--- src/rtl/mips_pkg.sv ---
// Shared MIPS pipeline definitions: control-bit positions, default widths and the
// EX/MEM payload layout used wherever the default widths apply.
package mips_pkg;

    localparam int CTRL_W         = 4;
    localparam int CTRL_MEMREAD   = 3;
    localparam int CTRL_MEMTOREG  = 2;
    localparam int CTRL_MEMWRITE  = 1;
    localparam int CTRL_REGWRITE  = 0;

    localparam int DATA_W_DEF     = 32;
    localparam int REG_ADDR_W_DEF = 5;

    typedef struct packed {
        logic [DATA_W_DEF-1:0]     alu_out;
        logic [DATA_W_DEF-1:0]     store_data;
        logic [REG_ADDR_W_DEF-1:0] reg_addr;
        logic [CTRL_W-1:0]         ctrl;
    } ex_mem_t;

    // Drops RegWrite for an instruction whose destination is $zero.
    function automatic logic [CTRL_W-1:0] squash_r0(input logic [CTRL_W-1:0] ctrl,
                                                    input logic              to_r0);
        logic [CTRL_W-1:0] res;
        res = ctrl;
        if (to_r0) res[CTRL_REGWRITE] = 1'b0;
        return res;
    endfunction

endpackage

--- src/rtl/pipe_skid_buf.sv ---
// Generic two-entry valid/ready skid buffer with synchronous flush. Main entry drives
// the output; the skid entry catches the one beat accepted while the consumer stalls.
module pipe_skid_buf #(
    parameter int W = 8
) (
    input  logic         clk,
    input  logic         rst_n,
    input  logic         flush_i,
    input  logic         in_valid_i,
    output logic         in_ready_o,
    input  logic [W-1:0] in_data_i,
    output logic         out_valid_o,
    input  logic         out_ready_i,
    output logic [W-1:0] out_data_o
);

    // Encoding is {main_v, skid_v}; 2'b01 never occurs.
    typedef enum logic [1:0] {
        S_EMPTY = 2'b00,
        S_ONE   = 2'b10,
        S_TWO   = 2'b11
    } state_e;

    state_e       state_q, state_d;
    logic         ready_q, ready_d;
    logic [W-1:0] main_q, main_d;
    logic [W-1:0] skid_q, skid_d;
    logic         accept_in, accept_out;

    assign out_valid_o = state_q[1];
    assign in_ready_o  = ready_q;
    assign out_data_o  = main_q;
    assign accept_in   = in_valid_i & ready_q;
    assign accept_out  = state_q[1] & out_ready_i;

    always_comb begin
        state_d = state_q;
        main_d  = main_q;
        skid_d  = skid_q;
        if (flush_i) begin
            state_d = S_EMPTY;
        end else begin
            unique case (state_q)
                S_EMPTY: begin
                    if (accept_in) begin
                        state_d = S_ONE;
                        main_d  = in_data_i;
                    end
                end
                S_ONE: begin
                    if (accept_in && accept_out) begin
                        main_d = in_data_i;
                    end else if (accept_in) begin
                        state_d = S_TWO;
                        skid_d  = in_data_i;
                    end else if (accept_out) begin
                        state_d = S_EMPTY;
                    end
                end
                S_TWO: begin
                    if (accept_out) begin
                        state_d = S_ONE;
                        main_d  = skid_q;
                    end
                end
                default: state_d = S_EMPTY;
            endcase
        end
        ready_d = (state_d != S_TWO);
    end

    always_ff @(posedge clk) begin
        if (!rst_n) begin
            state_q <= S_EMPTY;
            ready_q <= 1'b0;
            main_q  <= '0;
            skid_q  <= '0;
        end else begin
            state_q <= state_d;
            ready_q <= ready_d;
            main_q  <= main_d;
            skid_q  <= skid_d;
        end
    end

endmodule

--- src/rtl/ex_mem_pipe.sv ---
// EX->MEM pipeline register with back-pressure: packs the EX payload into a skid
// buffer, drops $zero writes at capture and zeroes control while no entry is held.
module ex_mem_pipe
    import mips_pkg::*;
#(
    parameter int DATA_W     = 32,
    parameter int REG_ADDR_W = 5,
    parameter bit SQUASH_R0  = 1'b1
) (
    input  logic                  clk,
    input  logic                  rst_n,
    input  logic                  flush,
    input  logic                  ex_valid,
    output logic                  ex_ready,
    input  logic [DATA_W-1:0]     ex_alu_out,
    input  logic [DATA_W-1:0]     ex_store_data,
    input  logic [REG_ADDR_W-1:0] ex_reg_addr,
    input  logic [CTRL_W-1:0]     ex_ctrl,
    output logic                  mem_valid,
    input  logic                  mem_ready,
    output logic [DATA_W-1:0]     mem_alu_out,
    output logic [DATA_W-1:0]     mem_store_data,
    output logic [REG_ADDR_W-1:0] mem_reg_addr,
    output logic [CTRL_W-1:0]     mem_ctrl
);

    localparam int PW = 2 * DATA_W + REG_ADDR_W + CTRL_W;

    logic [CTRL_W-1:0] cap_ctrl;
    logic [CTRL_W-1:0] held_ctrl;
    logic [PW-1:0]     in_pl;
    logic [PW-1:0]     out_pl;

    assign cap_ctrl = squash_r0(ex_ctrl, SQUASH_R0 && (ex_reg_addr == '0));
    assign in_pl    = {ex_alu_out, ex_store_data, ex_reg_addr, cap_ctrl};

    pipe_skid_buf #(.W(PW)) u_skid (
        .clk         (clk),
        .rst_n       (rst_n),
        .flush_i     (flush),
        .in_valid_i  (ex_valid),
        .in_ready_o  (ex_ready),
        .in_data_i   (in_pl),
        .out_valid_o (mem_valid),
        .out_ready_i (mem_ready),
        .out_data_o  (out_pl)
    );

    assign {mem_alu_out, mem_store_data, mem_reg_addr, held_ctrl} = out_pl;
    // Stale control after a flush must never reach MEM/WB as a live write.
    assign mem_ctrl = mem_valid ? held_ctrl : '0;

endmodule

--- config.mk ---
export PLATFORM = sky130hd
export DESIGN_NAME = ex_mem_pipe
export DESIGN_NICKNAME = d
export VERILOG_FILES = /design/src/rtl/mips_pkg.sv /design/src/rtl/pipe_skid_buf.sv /design/src/rtl/ex_mem_pipe.sv
export SDC_FILE = /design/constraint.sdc
export NUM_CORES = 1
export LEC_CHECK = 0
export CAP_MARGIN = 0
export CELL_PAD_IN_SITES_DETAIL_PLACEMENT = 1
export CELL_PAD_IN_SITES_GLOBAL_PLACEMENT = 1
export CORE_MARGIN = 2
export CORE_UTILIZATION = 34
export DETAILED_ROUTE_END_ITERATION = 16
export GPL_TIMING_DRIVEN = 0
export PLACE_DENSITY = 0.82
export REMOVE_ABC_BUFFERS = 1
export SLEW_MARGIN = 10
export SYNTH_ARGS = -nofsm -noshare
export SYNTH_HDL_FRONTEND = slang
export SYNTH_HIERARCHICAL = 1
export SYNTH_SLANG_ARGS = --single-unit
export TNS_END_PERCENT = 5
--- constraint.sdc ---
create_clock -name clk -period 1.5 [get_ports clk]
set_input_delay 0.3 -clock clk [delete_from_list [all_inputs] [get_ports clk]]
set_output_delay 0.3 -clock clk [all_outputs]
set_load 0.05 [all_outputs]
==> results.json, run 1 <==
{
  "yosysTopAreaCell": "dfxtp_1",
  "setup_violations": 154,
  "clkSinkCount": 149,
  "htree_levels": 4,
  "syn_to_final_growth_pct": 43.8,
  "grt_pass1_wl_um": 40000,
  "cp-start-kind": "register",
  "place_congestion": 0.685,
  "finalClockSkew_ps": 12.5,
  "regArea_um2": 2990,
  "ys_ff_latch": 149,
  "die_w_um": 150,
  "wire_per_inst_um": 20.7,
  "wl_met2_um": 12600,
  "antenna_found_initial": 0,
  "core-area_um2": 21000,
  "synth_area_um2": 7260,
  "peakVddDrop_mv": 0.647,
  "diodes": 0,
  "wl_um": 26300,
  "final_nets": 1064,
  "viasPerCell": 5.53,
  "synth_seq_area_share_pct": 41.1,
  "cp.arrival_ps": 2010,
  "end_kind": "register",
  "drtPass1Iterations": 5,
  "io_pins": 153,
  "dp_cells": 1196,
  "synth_area_leaders": "dfxtp_1 (41%), mux2i_1 (10%), o21ai_1 (9.2%)",
  "worst_slack_ps": -213,
  "avgSynthCellArea_um2": 8.56,
  "cts_tree": "done",
  "crit_type": "reg -> reg",
  "fin_util_pct": 49.7,
  "placed_area_um2": 8920,
  "die_y_um": 150,
  "worst_slew_margin_rel_pct": 57.7,
  "status": "finished, violations left",
  "drc_errors": 0,
  "maxCapViolCount": 0,
  "netlist_instances": 848,
  "rows": 53,
  "first_iter_violations": 293,
  "drt-met1-wl_um": 12400,
  "port_buffers": 152,
  "cp_max_fo": 21,
  "min_period_ps": 1710,
  "synth_cell_types": 27,
  "max_slew.worst_pin.slew_ps": 634,
  "grt_max_degree": 131,
  "p_per_area_nw_per_um2": 965,
  "fmax_mhz": 584,
  "grt-ovfl-total": 0,
  "drtAntennaViolNets": 0,
  "rsz0062_at_grt": "true",
  "setup_tns_ps": -19840,
  "hold_viol_final": 0,
  "drv_slew": 0,
  "final_cells": 1274,
  "power_leakage_uw": 0.00430,
  "post-dp-hpwl_um": 12500,
  "maxUsedRoutingLayer": "met4",
  "root_buffer": "clkbuf_16",
  "cts_buffers": 17,
  "clkLatencyLatePin_ps": 420,
  "period_share_pct": 114,
  "cp.required_ps": 1800,
  "final_area_um2": 10400,
  "fillers": 2351,
  "vias": 7049,
  "multi_input_comb_area_um2": 4040,
  "clk_pin_slew_ps": 70,
  "route.met3.wl_um": 1020,
  "drive_gt1_share_pct": 21.4,
  "ys_warn_count": 6,
  "cts_buffer_depth": 2,
  "netlist.area_leader.share_pct": 41.1,
  "violations": "setup timing",
  "start_util_pct": 34.5,
  "hp-class": "in -> reg",
  "grt_pass1_vias": 7265,
  "die-area_um2": 22500,
  "grt_use_total_pct": 22.9
}
[layer usage]
layer / GRT usage (%) / up-vias
li1: - / 3314
met1: 30.6 / 3549
met2: 38.3 / 162
met3: 3.85 / 24
met4: 6.18 / 0
met5: 0 / -
[cell usage in the layout (no fill, tap or decap), types with 3 or more instances in the layout]
cell,count
clkdlybuf4s50_1,73
buf_16,8
and3_1,73
mux2i_1,73
a211o_4,3
o21ai_1,108
clkdlybuf4s18_2,3
clkinvlp_4,3
clkbuf_16,21
nand2_1,73
o21ai_0,10
dlygate4sd2_1,3
o21ai_2,28
dfxtp_1,146
or3b_4,4
clkdlybuf4s15_2,61
nand3_1,71
a21boi_1,73
buf_2,6
a21boi_0,73
buf_12,7
buf_4,18
bufinv_16,3
buf_6,11
and2_4,4
buf_8,15
[worst max-delay path: stages, from the launching register on]
cell and delay [ps]:
dfxtp_4 410, buf_6 120, buf_4 130, or3b_4 560, o21ai_1 240, a21boi_1 110
[cell type report]
cell class                      instances  area share [%]
Tap cell                              275            3.30
Sequential cell                       149            28.7
Multi-Input combinational cell        610            38.7
Clock buffer                           21            4.61
Timing Repair Buffer                  208            23.2
Clock inverter                         11            1.55
[sequential cells by signal, summed over array words and instances, names as in the netlist]
| signal | cells |
|---|---|
| u_skid/state_q | 2 |
| u_skid/skid_q | 73 |
| u_skid/in_ready_o | 1 |
| u_skid/out_data_o | 73 |
[report_power, final]
| part | internal (uW) | switching (uW) | total (uW) |
|---|---|---|---|
| sequential | 4030 | 45.4 | 4070 |
| combinational | 548 | 749 | 1300 |
| clock | 2850 | 1860 | 4710 |
[timing repair]
action	in CTS	in global routing
pin swaps	20	37
endpoints found under the setup margin	224	162
setup buffers	26	7
gates resized for setup	291	58
cloned	10	4
hold buffers	0	0
[worst paths after layout]
path / startpoint / to / slack, ps / cells after the start
hold reg to reg: u_skid/skid_q[29]$_SDFFE_PN0P_ / u_skid/skid_q[29]$_SDFFE_PN0P_ / 460 / 2
setup / recovery: u_skid/state_q[1]$_SDFF_PN0_ / u_skid/skid_q[71]$_SDFFE_PN0P_ / -210 / 5
hold / removal: rst_n / u_skid/skid_q[33]$_SDFFE_PN0P_ / 310 / 2
setup reg to reg: u_skid/state_q[1]$_SDFF_PN0_ / u_skid/skid_q[71]$_SDFFE_PN0P_ / -210 / 5
[Yosys cell counts, drive strengths merged]
| library cell | number |
|---|---|
| o21ai | 146 |
| mux2i | 73 |
| nand2 | 74 |
| a21oi | 2 |
| a211o | 1 |
| and2 | 5 |
| buf | 23 |
| nand2b | 1 |
| nor2 | 1 |
| a21boi | 146 |
| clkbuf | 72 |
| or3b | 1 |
| or2 | 1 |
| or4 | 1 |
| and3 | 73 |
| dfxtp | 149 |
| nor3b | 2 |
| nor2b | 1 |
| and3b | 1 |
| nand3 | 73 |
| o21a | 1 |
| nand3b | 1 |
[stage by stage]
| step | hold WS [ps] | setup slack (ps) | power (uW) |
|---|---|---|---|
| after CTS | 327 | -167 | 10100 |
| final | 310 | -213 | 10100 |
| after detailed placement | 454 | -1050 | 5330 |
| after global placement | 445 | -9460 | 5340 |
| after floorplan | 376 | -5230 | 4740 |
| after global routing | 337 | -250 | 10400 |
[cells by family (layout without fill, tap and decap cells)]
| family | after synthesis | after routing | share of synthesized area (%) |
|---|---|---|---|
| AO/OA/AOI/OAI | 296 | 298 | 25.5 |
| AND/OR/NAND/NOR | 235 | 239 | 16.5 |
| flip-flops | 149 | 149 | 41.1 |
| buffers and inverters | 95 | 240 | 6.81 |
| multiplexers | 73 | 73 | 10.1 |
No activity file was read; power rests on OpenSTA's default activity.
==> run 2: changes to the inputs <==
- CORE_MARGIN: 2 -> unset
==> results.json, run 2 (synthesized netlist as in run 1, its figures left out) <==
{
  "drc_errors": 0,
  "die_y_um": 148,
  "peakVddDrop_mv": 0.760,
  "reg2reg_depth": 6,
  "syn_to_final_growth_pct": 43.0,
  "die-area_um2": 21900,
  "setup_tns_ps": -13190,
  "clkLatencyLatePin_ps": 430,
  "final_nets": 1059,
  "core-area_um2": 21000,
  "cp-startpoint": "u_skid/state_q[1]$_SDFF_PN0_",
  "r2r_slack_ps": -190,
  "start_util_pct": 34.7,
  "clkSinkCount": 149,
  "grt-ovfl-total": 0,
  "rows": 53,
  "drive_gt1_share_pct": 18.3,
  "worstReg2RegEnd": "u_skid/out_data_o[24]$_SDFFE_PN0P_",
  "cp.arrival_ps": 2030,
  "rsz0062_at_grt": "true",
  "fillers": 2363,
  "power_uw": 10000,
  "p_comb_share_pct": 13.3,
  "hp-class": "in -> reg",
  "violations": "setup timing",
  "clkPwrFrac_pct": 46.0,
  "min_to": "u_skid/out_data_o[62]$_SDFFE_PN0P_",
  "wl_um": 25300,
  "worst_slack_ps": -193,
  "crit_type": "reg -> reg",
  "period_share_pct": 113,
  "port_buffers": 152,
  "cts_tree": "done",
  "antenna_found_initial": 0,
  "internal_power_uw": 7470,
  "io_pins": 153,
  "power_leakage_uw": 0.00431,
  "diodes": 0,
  "die_w_um": 148,
  "drtPass1Iterations": 4,
  "wire_per_inst_um": 19.9,
  "seqPwrFrac_pct": 40.6,
  "grt_max_degree": 133,
  "regArea_um2": 2990,
  "htree_levels": 4,
  "maxCapViolCount": 0,
  "grt_use_total_pct": 23.3,
  "fmax_mhz": 591,
  "place_congestion": 0.676,
  "min_period_ps": 1690,
  "r2r-start": "u_skid/state_q[1]$_SDFF_PN0_",
  "first_iter_violations": 227,
  "vias": 6865,
  "cts_buffers": 17,
  "setup_violations": 115,
  "clk_pin_slew_ps": 60,
  "mostFrequentLayoutCells": "dfxtp_1 (147), o21ai_1 (128), clkdlybuf4s50_1 (74), nand2_1 (74)",
  "grt_pass1_wl_um": 39300,
  "grt_pass1_vias": 7123,
  "hold_viol_final": 0,
  "drv_slew": 0,
  "cp_max_fo": 6,
  "min_from": "rst_n",
  "post-dp-hpwl_um": 12800,
  "drtAntennaViolNets": 0,
  "cp-start-kind": "register",
  "root_buffer": "clkbuf_16",
  "worst_slew_margin_rel_pct": 63.5,
  "finalClockSkew_ps": 12.7,
  "end_kind": "register",
  "status": "finished, violations left",
  "p_per_area_nw_per_um2": 966,
  "viasPerCell": 5.41,
  "max_slew.worst_pin.slew_ps": 548,
  "whs_path_depth": 3,
  "sw_frac_of_total_pct": 25.5,
  "cts_buffer_depth": 2,
  "multi_input_comb_area_um2": 3880,
  "power_switching_uw": 2560,
  "cp.required_ps": 1840,
  "layout_commonest_cell": "dfxtp_1"
}
[run 2: cell count changes in the layout (fill, tap and decap cells not counted), sizes merged, moves of 2 or more]
| cell | before | now |
|---|---|---|
| bufbuf | 0 | 2 |
| buf | 65 | 62 |
| or3b | 4 | 2 |
| a211o | 3 | 1 |
[run 2: power groups by stage]
stage	clock network, uW	logic (uW)	registers, uW
detailed placement	0	1180	4170
finish	4620	1340	4070
global placement	0	1160	4190
CTS	4720	1320	4070
global route	4870	1420	4080
floorplan	0	334	4410
[run 2: worst max-delay path, stage by stage (launching register included)]
cell,delay (ps)
dfxtp_4,360
buf_16,130
or2_4,230
a211o_4,380
buf_12,170
buf_6,150
mux2i_2,200
[run 2: timing repair]
item | 4_1_cts | 5_1_grt
setup endpoints to repair | 224 | 163
pin swaps | 3 | 6
hold buffers | 0 | 0
gates resized for setup | 269 | 39
cloned | 12 | 1
setup buffers | 24 | 1
endpoints found under the hold margin | 0 | 0
[run 2: cell type report]
class                   instances  share of cell area, %
repair buffers                207                   24.5
clock buffers                  21                   4.34
multi-input cells             606                   37.4
well taps                     275                   3.31
clock inverters                11                   1.66
flip-flops and latches        149                   28.8
[run 2: worst max path at each step]
stage                                                     to  slack [ps]  cells past startpoint
final                     u_skid/out_data_o[24]$_SDFFE_PN0P_        -190                      6
after global routing      u_skid/out_data_o[18]$_SDFFE_PN0P_        -220                      6
after detailed placement      u_skid/skid_q[63]$_SDFFE_PN0P_       -1020                      7
after global placement         u_skid/skid_q[1]$_SDFFE_PN0P_       -9640                      3
after CTS                 u_skid/out_data_o[44]$_SDFFE_PN0P_        -150                      6
after floorplan                u_skid/skid_q[0]$_SDFFE_PN0P_       -5230                      3
[run 2: metal layers]
metal	vias to the layer above	part of all wire (%)	GRT usage, %
met4	0	2.3	8.51
met2	160	49	41.0
li1	3296	-	-
met5	-	0	0
met1	3376	44	28.3
met3	33	4.2	4.11
[run 2: per-stage QoR]
step	instance area, um^2	setup slack, ps	std cells	util [%]	hold WS [ps]
after floorplan	6770	-5230	753	-	376
after global placement	8630	-9640	1180	41.2	444
after detailed placement	8990	-1020	1199	42.9	451
after CTS	10300	-154	1267	49.1	334
after global routing	10400	-222	1269	49.6	369
final	10400	-193	1269	49.6	324
==> run 3: changes to the inputs <==
- ABC_AREA: unset -> 1
- CORE_ASPECT_RATIO: unset -> 0.9
- CORE_UTILIZATION: 34 -> 31
- PLACE_DENSITY: 0.82 -> 0.76
==> results.json, run 3 <==
{
  "max_slew.worst_pin.slew_ps": 458,
  "crit_path_top_delay_cell": "dfxtp_4",
  "rsz0062_at_grt": "true",
  "layout_commonest_cell": "nand2_1",
  "synth.most_common_cell": "nand2_1",
  "fmax_mhz": 642,
  "dp_cells": 1435,
  "ys_async_sr_fraction_pct": 0,
  "synth_area_leaders": "dfxtp_1 (45%), nand2_1 (17%), nor2_1 (17%)",
  "die-area_um2": 22100,
  "hold_viol_final": 0,
  "place_congestion": 0.685,
  "cp.arrival_ps": 1260,
  "worst_slack_ps": -58.2,
  "cts_tree": "done",
  "clkPwrFrac_pct": 44.7,
  "p_comb_share_pct": 15.0,
  "violations": "setup timing",
  "fin_util_pct": 47.1,
  "maxCapViolCount": 0,
  "sw_frac_of_total_pct": 28.0,
  "final_nets": 1279,
  "cts_buffer_depth": 2,
  "end_kind": "output pin",
  "p_per_area_nw_per_um2": 1050,
  "worst_path_largest_cell_delay_ps": 430,
  "synth-edff-count": 0,
  "grt_pass1_vias": 6818,
  "avgSynthCellArea_um2": 6.28,
  "grt_pass1_wl_um": 35900,
  "dominantRegCellSynth": "dfxtp_1",
  "cp_top_family": "flip-flops",
  "drv_slew": 0,
  "clkLatencyLatePin_ps": 430,
  "worst_slew_margin_rel_pct": 69.5,
  "power_switching_uw": 2880,
  "peakVddDrop_mv": 0.601,
  "port_buffers": 152,
  "grt_max_degree": 99,
  "drtPass1Iterations": 4,
  "die_y_um": 141,
  "start_util_pct": 31.9,
  "yosysTopAreaCell": "dfxtp_1",
  "io_pins": 153,
  "mostFrequentLayoutCells": "nand2_1 (293), nor2_1 (282), dfxtp_1 (147)",
  "setup_tns_ps": -346,
  "cp.required_ps": 1200,
  "hp-class": "in -> reg",
  "path_depth": 4,
  "synth_cell_types": 12,
  "syn_to_final_growth_pct": 47.8,
  "min_period_ps": 1560,
  "drtAntennaViolNets": 0,
  "clkSinkCount": 149,
  "reg2reg_depth": 7,
  "wl_um": 25000,
  "cp_max_fo": 5,
  "finalClockSkew_ps": 17.0,
  "core-area_um2": 20900,
  "drc_errors": 0,
  "period_share_pct": 104,
  "power_leakage_uw": 0.00457,
  "grt_use_total_pct": 21.1,
  "post-dp-hpwl_um": 12200,
  "ys_warn_count": 6,
  "diodes": 0,
  "synth_seq_area_share_pct": 44.8,
  "wire_per_inst_um": 16.7,
  "rows": 50,
  "htree_levels": 4,
  "root_buffer": "clkbuf_16",
  "crit_type": "reg -> out",
  "die_w_um": 156,
  "yosys-top-cells-count": "nand2_1 (306), nor2_1 (298), dfxtp_1 (149), inv_1 (84), nand3_1 (76)",
  "antenna_found_initial": 1,
  "path_buf_inv": 3,
  "netlist_instances": 1059,
  "viasPerCell": 4.67,
  "vias": 7000,
  "synth_area_um2": 6660,
  "path_cells": "buf_12 -> nand2_4 -> inv_2 -> buf_8",
  "grt-ovfl-total": 0,
  "status": "finished, violations left",
  "clk_pin_slew_ps": 80,
  "ys_ff_latch": 149,
  "drive_gt1_share_pct": 15.5,
  "setup_violations": 16,
  "seqPwrFrac_pct": 40.3,
  "whs_path_depth": 3,
  "first_iter_violations": 297,
  "netlist.area_leader.share_pct": 44.8,
  "hold_ws_ps": 271,
  "internal_power_uw": 7410,
  "place_ws_ps": -966,
  "cp-start-kind": "register",
  "final_cells": 1500,
  "cts_buffers": 17
}
-- run 3: cell count changes after synthesis, sizes merged, moves of 72 or more --
cell    delta
nor2     +297
mux2i     -73
inv       +86
a21boi   -146
nand2    +232
o21ai     -72
and3      -73
-- run 3: worst min-delay path, delay by kind of cell --
family	cells	cell delay, ps
buffers and inverters	1	200
AND/OR/NAND/NOR	2	140
-- run 3: power by group through the flow --
| stage | combinational, uW | sequential [uW] | clock [uW] |
|---|---|---|---|
| final | 1540 | 4140 | 4600 |
| after global routing | 1660 | 4160 | 4870 |
| after CTS | 1450 | 4150 | 4720 |
| after detailed placement | 1400 | 4240 | 0 |
| after global placement | 1450 | 4250 | 0 |
| after floorplan | 422 | 4610 | 0 |
-- run 3: cell type report --
cell class / count / area, um^2
Fill cell: 2642 / 11100
Timing Repair Buffer: 190 / 2310
Sequential cell: 149 / 2990
Timing Repair inverter: 1 / 16.3
Clock inverter: 13 / 170
Multi-Input combinational cell: 756 / 3190
Tap cell: 286 / 358
Inverter: 86 / 349
Clock buffer: 19 / 453
-- run 3: what timing repair did --
action                     in CTS  in global routing
pin swaps                       4                  4
hold buffers                    0                  0
cloned                          7                  7
resized for setup             269                 46
buffers inserted               16                  3
setup endpoints to repair     221                135
-- run 3: cells by family (layout without fill, tap and decap cells) --
kind of cell | count (synthesis) | after routing | synth area share [%]
AND/OR/NAND/NOR | 680 | 682 | 39.8
buffers and inverters | 156 | 309 | 9.83
AO/OA/AOI/OAI | 74 | 74 | 5.57
flip-flops | 149 | 149 | 44.8
-- run 3: path summary, 6_finish.rpt --
kind | slack [ps] | from | to
hold / removal | 270 | rst_n | u_skid/out_data_o[56]$_SDFFE_PN0P_
hold reg to reg | 490 | u_skid/skid_q[60]$_SDFFE_PN0P_ | u_skid/skid_q[60]$_SDFFE_PN0P_
setup reg to reg | -30 | u_skid/state_q[1]$_SDFF_PN0_ | u_skid/skid_q[1]$_SDFFE_PN0P_
setup / recovery | -60 | u_skid/state_q[1]$_SDFF_PN0_ | mem_ctrl[1]
-- run 3: per-layer routing --
layer	global-route usage, %	vias to the layer above	part of all wire (%)
met1	26.5	3326	47
met5	0	-	0.044
met4	5.93	2	1.2
li1	-	3497	-
met2	35.7	154	47
met3	5.38	21	4.4
-- run 3: stage by stage --
step,instance area (um^2),total power (uW)
final,9840,10300
after global routing,9840,10700
after CTS,9520,10300
after detailed placement,8420,5640
after global placement,8200,5710
after floorplan,6320,5040
